<file path="config.mk">
export PLATFORM = sky130hd
export DESIGN_NAME = add128_seq
export DESIGN_NICKNAME = d
export VERILOG_FILES = /design/src/rtl/add128_seq.sv
export SDC_FILE = /design/constraint.sdc
export NUM_CORES = 1
export LEC_CHECK = 0
export BUFFER_PORTS_ARGS = -buffer_cell sky130_fd_sc_hd__buf_2
export CAP_MARGIN = 25
export CORE_MARGIN = 2
export CORE_UTILIZATION = 45
export DETAILED_ROUTE_END_ITERATION = 10
export PLACE_DENSITY_LB_ADDON = 0.08
export SLEW_MARGIN = 20
export SYNTH_ARGS = -nofsm -noshare
export SYNTH_HDL_FRONTEND = slang
export SYNTH_SLANG_ARGS = --single-unit
</file>
<file path="constraint.sdc">
create_clock -name clk -period 14.4 [get_ports clk]
set_input_delay 2.16 -clock clk [delete_from_list [all_inputs] [get_ports clk]]
set_output_delay 2.16 -clock clk [all_outputs]
set_load 0.02 [all_outputs]
</file>
<file path="src/rtl/add128_seq.sv">
// Wide add sequencer: feeds 32-bit slices to an external registered adder and chains the carries.
// Optional signed-overflow output is enabled with `define ADD128_SEQ_OVF_EN.
module add128_seq #(
    parameter int WORDS   = 4,
    parameter int ADD_LAT = 2
) (
    input  logic                  clk,
    input  logic                  reset,
    input  logic                  start,
    input  logic [32*WORDS-1:0]   a,
    input  logic [32*WORDS-1:0]   b,
    input  logic                  ci,
    output logic                  busy,
    output logic                  done,
    output logic [32*WORDS-1:0]   s,
    output logic                  co,
    output logic [31:0]           add_a,
    output logic [31:0]           add_b,
    output logic                  add_ci,
    input  logic [31:0]           add_s,
    input  logic                  add_co
`ifdef ADD128_SEQ_OVF_EN
    ,
    output logic                  ovf
`endif
);

    localparam int IDX_W = (WORDS > 1) ? $clog2(WORDS) : 1;
    localparam int CNT_W = (ADD_LAT > 1) ? $clog2(ADD_LAT + 1) : 1;

    typedef enum logic [1:0] {S_IDLE, S_ISSUE, S_WAIT, S_DONE} state_e;

    state_e                 state_q, state_d;
    logic [IDX_W-1:0]       idx_q, idx_d;
    logic [CNT_W-1:0]       cnt_q, cnt_d;
    logic [WORDS-1:0][31:0] a_q, a_d;
    logic [WORDS-1:0][31:0] b_q, b_d;
    logic [WORDS-1:0][31:0] s_q, s_d;
    logic                   carry_q, carry_d;
    logic                   co_q, co_d;
`ifdef ADD128_SEQ_OVF_EN
    logic                   ovf_q, ovf_d;
`endif

    always_comb begin
        // NOTE: every signal written here gets a default first, so no path can infer a latch.
        state_d = state_q;
        idx_d   = idx_q;
        cnt_d   = cnt_q;
        a_d     = a_q;
        b_d     = b_q;
        s_d     = s_q;
        carry_d = carry_q;
        co_d    = co_q;
`ifdef ADD128_SEQ_OVF_EN
        ovf_d   = ovf_q;
`endif
        add_a   = '0;
        add_b   = '0;
        add_ci  = 1'b0;

        case (state_q)
            S_IDLE: begin
                if (start) begin
                    a_d     = a;
                    b_d     = b;
                    carry_d = ci;
                    idx_d   = '0;
                    s_d     = '0;
                    co_d    = 1'b0;
`ifdef ADD128_SEQ_OVF_EN
                    ovf_d   = 1'b0;
`endif
                    state_d = S_ISSUE;
                end
            end
            S_ISSUE: begin
                add_a   = a_q[idx_q];
                add_b   = b_q[idx_q];
                add_ci  = carry_q;
                cnt_d   = CNT_W'(ADD_LAT);
                state_d = S_WAIT;
            end
            S_WAIT: begin
                // Adder inputs stay put until the registered result has settled.
                add_a  = a_q[idx_q];
                add_b  = b_q[idx_q];
                add_ci = carry_q;
                if (cnt_q == CNT_W'(1)) begin
                    s_d[idx_q] = add_s;
                    carry_d    = add_co;
                    if (idx_q == IDX_W'(WORDS - 1)) begin
                        co_d    = add_co;
`ifdef ADD128_SEQ_OVF_EN
                        ovf_d   = (a_q[WORDS-1][31] == b_q[WORDS-1][31]) &&
                                  (add_s[31] != a_q[WORDS-1][31]);
`endif
                        state_d = S_DONE;
                    end else begin
                        idx_d   = idx_q + IDX_W'(1);
                        state_d = S_ISSUE;
                    end
                end else begin
                    cnt_d = cnt_q - CNT_W'(1);
                end
            end
            S_DONE:  state_d = S_IDLE;
            default: state_d = S_IDLE;
        endcase
    end

    // NOTE: state registers use non-blocking assignments so all of them update from the same pre-edge values.
    always_ff @(posedge clk or posedge reset) begin
        if (reset) begin
            state_q <= S_IDLE;
            idx_q   <= '0;
            cnt_q   <= '0;
            a_q     <= '0;
            b_q     <= '0;
            s_q     <= '0;
            carry_q <= 1'b0;
            co_q    <= 1'b0;
`ifdef ADD128_SEQ_OVF_EN
            ovf_q   <= 1'b0;
`endif
        end else begin
            state_q <= state_d;
            idx_q   <= idx_d;
            cnt_q   <= cnt_d;
            a_q     <= a_d;
            b_q     <= b_d;
            s_q     <= s_d;
            carry_q <= carry_d;
            co_q    <= co_d;
`ifdef ADD128_SEQ_OVF_EN
            ovf_q   <= ovf_d;
`endif
        end
    end

    assign busy = (state_q == S_ISSUE) || (state_q == S_WAIT);
    assign done = (state_q == S_DONE);
    assign s    = s_q;
    assign co   = co_q;
`ifdef ADD128_SEQ_OVF_EN
    assign ovf  = ovf_q;
`endif

endmodule

</file>
==> results of run 1 <==
per-stage QoR:
| stage | std cells | setup slack [ns] | area, um^2 |
|---|---|---|---|
| after global routing | 2181 | 9.00 | 21800 |
| after CTS | 2167 | 8.93 | 21700 |
| final | 2187 | 9.23 | 21800 |
| after floorplan | 1158 | 1.34 | 17500 |
| after detailed placement | 2090 | 9.19 | 20300 |
| after global placement | 2090 | 9.21 | 20300 |
sequential cells by signal (all words and copies together), names as in the netlist:
| signal | flops |
|---|---|
| cnt_q | 2 |
| idx_q | 2 |
| s | 128 |
| carry_q | 1 |
| a_q | 128 |
| b_q | 128 |
| co | 1 |
| state_q | 2 |
worst max path at each step:
| stage | from | to | slack, ns | cells past startpoint |
|---|---|---|---|---|
| after floorplan | reset | a_q[0] | 1.34 | 1 |
| after global placement | start | a_q[93] | 9.21 | 5 |
| after detailed placement | start | a_q[58] | 9.19 | 5 |
| after CTS | idx_q[0] | add_b[25] | 8.93 | 4 |
| after global routing | idx_q[0] | add_b[25] | 9.00 | 5 |
| final | idx_q[0] | add_b[25] | 9.23 | 5 |
metal layers:
| metal | wire, um | global-route usage |
|---|---|---|
| met3 | 3800 | 0.0776 |
| met4 | 1370 | 0.0888 |
| met5 | 139 | 0 |
| met2 | 23000 | 0.388 |
| met1 | 19100 | 0.295 |
where the power goes:
group	switching, uW	leakage [uW]	total [uW]	internal, uW
Clock	449	0.000707	1130	677
Sequential	250	0.00489	1800	1550
Combinational	1090	0.00533	2130	1040
Total	1790	0.0109	5060	3260
final cells by class:
| type | instances | area (um^2) | share of cell area |
|---|---|---|---|
| Sequential cell | 392 | 9820 | 0.451 |
| Clock buffer | 67 | 1310 | 0.0601 |
| Multi-Input combinational cell | 671 | 7220 | 0.331 |
| Clock inverter | 10 | 128 | 0.00586 |
| Tap cell | 518 | 648 | 0.0297 |
| Timing Repair Buffer | 505 | 2590 | 0.119 |
| Antenna cell | 18 | 45.0 | 0.00207 |
| Inverter | 6 | 30.0 | 0.00138 |
worst max-delay path, delay by kind of cell (launching register included):
kind	cells	cell delay, ns
buffers and inverters	3	0.88
muxes	1	0.58
DFF	1	0.78
and+or+nand+nor	1	0.18
cells by family after synthesis:
logic type,after synthesis
mux,419
flops,392
simple gates,188
buf+inv,95
compound gates,51
fa+ha+maj,12
xor+xnor,1
cell usage in the layout, fill, tap and decap left out, drive strengths merged, types with 3 or more instances in the layout:
master and instances:
mux2i 4, ha 12, mux4 64, dfrtp 392, nand2 10, nor3 4, a22o 33, bufinv 3
and3 96, nand2b 3, inv 6, mux2 351, buf 505, diode 18, clkinv 6, nor2 3
a21o 3, and2 65, nor2b 4, a21oi 4, clkbuf 67, o31ai 3
==> flow_metrics.py, run 1 <==
metrics = {
    "layout": {
        "layout-drive-gt1-share": 0.603,
        "utilization": 0.565,
        "fin_nets": 1925,
        "area_growth_pct": 24.5,
        "fillCellCount": 3353,
    },
    "pwr": {
        "finalPower_uw": 5060,
        "p_leak_uw": 0.0109,
        "p_per_area_nw_per_um2": 232,
        "ir_drop_mv": 0.131,
    },
    "timing": {
        "fin_skew_ns": 0.0117,
        "finalCritPeriodShare": 0.359,
        "timing.hold.ws_ns": 0.484,
        "worst_slew_pin_slew_ns": 0.970,
        "slew_headroom": 0.353,
        "fin_setup_tns_ns": 0,
        "hold_violations": 0,
        "clock.fmax_ghz": 0.193,
        "finalCriticalPeriod_ns": 5.17,
        "maxSlewViolCount": 0,
        "setup_viol": 0,
        "grt_setup_unrepaired": "no",
    },
    "yosys": {
        "synth_compound_area_frac": 0.0249,
        "synth_area_um2": 17500,
        "syn_area_per_cell_um2": 15.1,
        "yosysUniqueCellTypes": 35,
        "synthAdderAreaFrac": 0.00858,
        "synth_top_family_by_area": "multiplexers",
        "synth_common_cells": "dfrtp_1 (392), mux2_2 (348), and3_1 (96)",
        "synth_edf_count": 0,
        "synth.top_cell.area_share": 0.560,
        "ys_ff_latch": 392,
        "synth-main-ff-cell": "dfrtp_1",
        "synth.most_common_cell": "dfrtp_1",
        "synth_top_cell_by_area": "dfrtp_1",
        "synth_fp_nets": 1463,
        "synth_cells": 1158,
        "yosys-top-cells-area": "dfrtp_1 (56%), mux2_2 (22%), mux4_2 (8.2%)",
        "synthSimpleGateAreaFrac": 0.0664,
        "synth_mux_area_frac": 0.311,
        "synthArstFlopShare": 1.00,
        "yosys.area_share.xor_xnor": 0.000500,
        "ys_seq_area_frac": 0.560,
        "synth_warnings": 0,
    },
    "critical_path": {
        "arrival_ns": 3.01,
        "crit_path_max_fanout": 30,
        "critPathSlowestCell": "dfrtp_4",
        "r2r_start": "idx_q[1]",
        "reg2reg_to": "s[77]",
        "crit_path_end_kind": "primary output",
        "crit_required_ns": 12.24,
        "path_cells": "buf_4 -> buf_16 -> mux4_2 -> and2_1 -> buf_2",
        "cpPeakStageDelay_ns": 0.78,
        "crit_type": "flop to primary output",
        "reg2reg_slack_ns": 10.61,
        "critPathLaunchType": "flop",
        "reg2reg_depth": 5,
    },
    "min_path": {
        "holdPathEnd": "s[10]",
        "min_path_type": "flop to flop",
        "min_from": "s[10]",
        "min_path_cells": 1,
    },
    "drt": {
        "vias": 11520,
        "ant_nets": 0,
        "vias_per_cell": 5.27,
        "first_pass_iters": 4,
        "first_iter_violations": 524,
        "drc": 0,
        "totalWireLength_mm": 47.5,
        "wire_per_inst_um": 21.7,
    },
    "clocking": {
        "cts_tree": "built",
        "cts_hold_buffers": 0,
        "cts_setup_buffers": 0,
        "clk_pin_slew_ns": 0.06,
        "clock_latency_ns": 0.56,
        "clockRootBuffer": "clkbuf_16",
        "cts_resized": 0,
        "cts-htree-levels": 2,
        "cts.sinks": 392,
        "numCtsBuffers": 44,
        "clock_path_buffers": 3,
    },
    "global_routing": {
        "antenna_found_initial": 28,
        "first_global_vias": 12330,
        "grt_overflow": 0,
        "track_usage": 0.237,
        "grt_max_degree": 81,
        "grt_pass1_wl_mm": 73.9,
    },
    "floorplan": {
        "core_um2": 38600,
        "ios": 489,
        "die_w_um": 201,
        "start_util": 0.454,
        "die_y_um": 201,
        "die-area_um2": 40500,
        "num_rows": 72,
    },
    "placed_design": {
        "place_congestion": 0.803,
        "port-buffer-count": 488,
        "dp_hpwl_mm": 32.7,
    },
    "run": {
        "cap_viol_max_count": 0,
    },
    "outcome": {
        "outcome": "completed",
    },
}
Power figures use the tool's default switching activity.
==> inputs of run 2 (changes only) <==
--- a/config.mk
+++ b/config.mk
@@ -5,6 +5,7 @@
 export SDC_FILE = /design/constraint.sdc
 export NUM_CORES = 1
 export LEC_CHECK = 0
+export ABC_AREA = 1
 export BUFFER_PORTS_ARGS = -buffer_cell sky130_fd_sc_hd__buf_2
 export CAP_MARGIN = 25
 export CORE_MARGIN = 2
==> constraint.sdc (replaced) <==
create_clock -name clk -period 4.6 [get_ports clk]
set_input_delay 0.69 -clock clk [delete_from_list [all_inputs] [get_ports clk]]
set_output_delay 0.69 -clock clk [all_outputs]
set_load 0.02 [all_outputs]
==> flow_metrics.py, run 2 <==
metrics = {
    "outcome": {
        "outcome": "completed",
    },
    "drt": {
        "totalWireLength_mm": 59.1,
        "drc": 0,
        "ant_nets": 0,
        "wire_per_inst_um": 17.4,
        "first_pass_iters": 5,
        "vias": 17332,
        "first_iter_violations": 1366,
        "vias_per_cell": 5.11,
    },
    "run": {
        "cap_viol_max_count": 0,
    },
    "yosys": {
        "ys_seq_area_frac": 0.525,
        "synth_edf_count": 0,
        "yosys-top-cells-area": "dfrtp_1 (52%), nand2_1 (12%), a21oi_1 (8.6%)",
        "synth_cells": 2422,
        "yosysUniqueCellTypes": 18,
        "syn_area_per_cell_um2": 7.72,
        "synthArstFlopShare": 1.00,
        "synth_fp_nets": 2727,
        "synth.top_cell.area_share": 0.525,
        "synth_area_um2": 18700,
        "synth-main-ff-cell": "dfrtp_1",
        "synth_common_cells": "nand2_1 (576), dfrtp_1 (392), nor2_1 (357)",
        "synth_warnings": 0,
        "synth_top_cell_by_area": "dfrtp_1",
        "synth.most_common_cell": "nand2_1",
        "ys_ff_latch": 392,
    },
    "clocking": {
        "cts-htree-levels": 2,
        "cts_resized": 0,
        "clock_latency_ns": 0.56,
        "cts_setup_buffers": 0,
        "clock_path_buffers": 3,
        "clockRootBuffer": "clkbuf_16",
        "numCtsBuffers": 44,
        "cts_hold_buffers": 0,
        "cts_tree": "built",
        "clk_pin_slew_ns": 0.06,
        "cts.sinks": 392,
    },
    "timing": {
        "timing.hold.ws_ns": 0.313,
        "grt_setup_unrepaired": "no",
        "finalCritPeriodShare": 0.858,
        "fin_skew_ns": 0.00735,
        "slew_headroom": 0.405,
        "finalCriticalPeriod_ns": 3.95,
        "clock.fmax_ghz": 0.253,
        "hold_violations": 0,
        "setup_viol": 0,
        "maxSlewViolCount": 0,
        "worst_slew_pin_slew_ns": 0.890,
    },
    "pwr": {
        "seq_power_share": 0.332,
        "power_frac_comb": 0.448,
        "p_per_area_nw_per_um2": 686,
        "ir_drop_mv": 0.594,
        "p_switching_uw": 6860,
        "p_leak_uw": 0.0130,
        "p_int_uw": 8700,
        "p_sw_frac": 0.441,
        "p_clk_frac": 0.220,
    },
    "critical_path": {
        "crit_path_max_fanout": 67,
        "crit_required_ns": 3.91,
        "cpPeakStageDelay_ns": 0.70,
        "critPathLaunchType": "flop",
        "crit_type": "flop to primary output",
        "reg2reg_depth": 8,
        "reg2reg_slack_ns": 1.53,
        "crit_path_end_kind": "primary output",
        "critPathSlowestCell": "dfrtp_4",
        "path_cells": "inv_4 -> buf_4 -> buf_4 -> nand2_1 -> nand3_1 -> a21oi_1 -> buf_2",
        "path_buf_inv": 4,
        "crit_family": "buffers and inverters",
        "arrival_ns": 3.26,
        "reg2reg_to": "s[50]",
        "cp_common_cell": "buf_4",
        "r2r_start": "state_q[0]",
    },
    "layout": {
        "area_growth_pct": 21.3,
        "fin_nets": 3118,
        "most-common-layout-cells": "nand2_1 (575), buf_2 (488), dfrtp_1 (390)",
        "final_common_cell": "nand2_1",
        "layout-drive-gt1-share": 0.209,
        "utilization": 0.554,
    },
    "floorplan": {
        "num_rows": 74,
        "start_util": 0.457,
        "die_w_um": 208,
        "die_y_um": 208,
        "die-area_um2": 43200,
        "core_um2": 40900,
        "ios": 489,
    },
    "min_path": {
        "min_path_type": "input port to async pin",
    },
    "global_routing": {
        "grt_overflow": 0,
        "grt_max_degree": 145,
        "grt_pass1_wl_mm": 92.5,
        "first_global_vias": 16542,
        "antenna_found_initial": 25,
        "track_usage": 0.268,
    },
    "placed_design": {
        "port-buffer-count": 488,
        "dp_hpwl_mm": 40.3,
        "place_congestion": 0.886,
    },
}
run 2: cell types whose count changed after synthesis, moves of 5 or more:
| cell | delta |
|---|---|
| nand2_1 | +566 |
| inv_1 | +312 |
| clkbuf_1 | +5 |
| a21oi_1 | +320 |
| and2_1 | -65 |
| nor2_1 | +354 |
| nand4_1 | +127 |
| a22o_1 | -33 |
| nand3_1 | +130 |
| mux2_2 | -348 |
| buf_2 | +66 |
| buf_1 | +12 |
| mux4_2 | -64 |
| and3_1 | -96 |
run 2: worst max-delay path by stage:
stage	start	end	slack (ns)	cells after the start
after floorplan	reset	a_q[0]	-1.36	1
after global placement	idx_q[0]	add_b[10]	1.32	7
after detailed placement	idx_q[0]	add_b[10]	1.27	7
after CTS	idx_q[0]	add_b[29]	0.67	7
after global routing	idx_q[0]	add_b[10]	0.44	7
final	idx_q[0]	add_b[6]	0.65	7
run 2: final cells by class:
type | count | area (um^2)
Fill cell | 4059 | 18200
Antenna cell | 11 | 27.5
Multi-Input combinational cell | 1540 | 6830
Inverter | 319 | 1200
Tap cell | 532 | 666
Sequential cell | 392 | 9810
Timing Repair Buffer | 516 | 2750
Clock inverter | 5 | 25.0
Clock buffer | 74 | 1370
run 2: power groups by stage:
stage	clock network, uW	logic [uW]	registers, uW
5_1_grt	3630	7740	5290
3_5_place_dp	0	6950	5220
6_report	3430	6970	5160
4_1_cts	3500	6980	5160
2_1_floorplan	0	4810	5330
3_3_place_gp	0	6870	5180
run 2: worst reg2reg max path, stage by stage, from the launching register on:
cell and delay, ns:
dfrtp_1 0.42, inv_1 0.12, ha_1 0.31, inv_1 0.12
nand2_1 0.09, nand2_4 0.64, nand3_2 0.89, nand2_1 0.28
nand2_1 0.08
run 2: cells by family after synthesis:
| group | Yosys count | share of synthesized area |
|---|---|---|
| and+or+nand+nor | 1201 | 0.269 |
| buffers and inverters | 490 | 0.111 |
| DFF | 392 | 0.525 |
| AOI/OAI and AO/OA | 327 | 0.0876 |
| adders and majority gates | 12 | 0.00803 |
run 2: layer usage:
metal	up-vias	GRT usage	part of all wire
met5	-	0	0.0030
met4	28	0.0880	0.028
met3	119	0.0716	0.080
met2	608	0.417	0.46
met1	8196	0.366	0.43
li1	8381	-	-
run 2: metrics by stage:
| stage | cells | power [uW] | setup TNS [ns] | setup WS (ns) | area, um^2 |
|---|---|---|---|---|---|
| after floorplan | 2422 | 10100 | -534.64 | -1.36 | 18700 |
| after global placement | 3298 | 12100 | 0 | 1.32 | 21200 |
| after detailed placement | 3298 | 12200 | 0 | 1.27 | 21200 |
| after CTS | 3377 | 15600 | 0 | 0.673 | 22600 |
| after global routing | 3386 | 16700 | 0 | 0.443 | 22700 |
| final | 3389 | 15600 | 0 | 0.652 | 22700 |
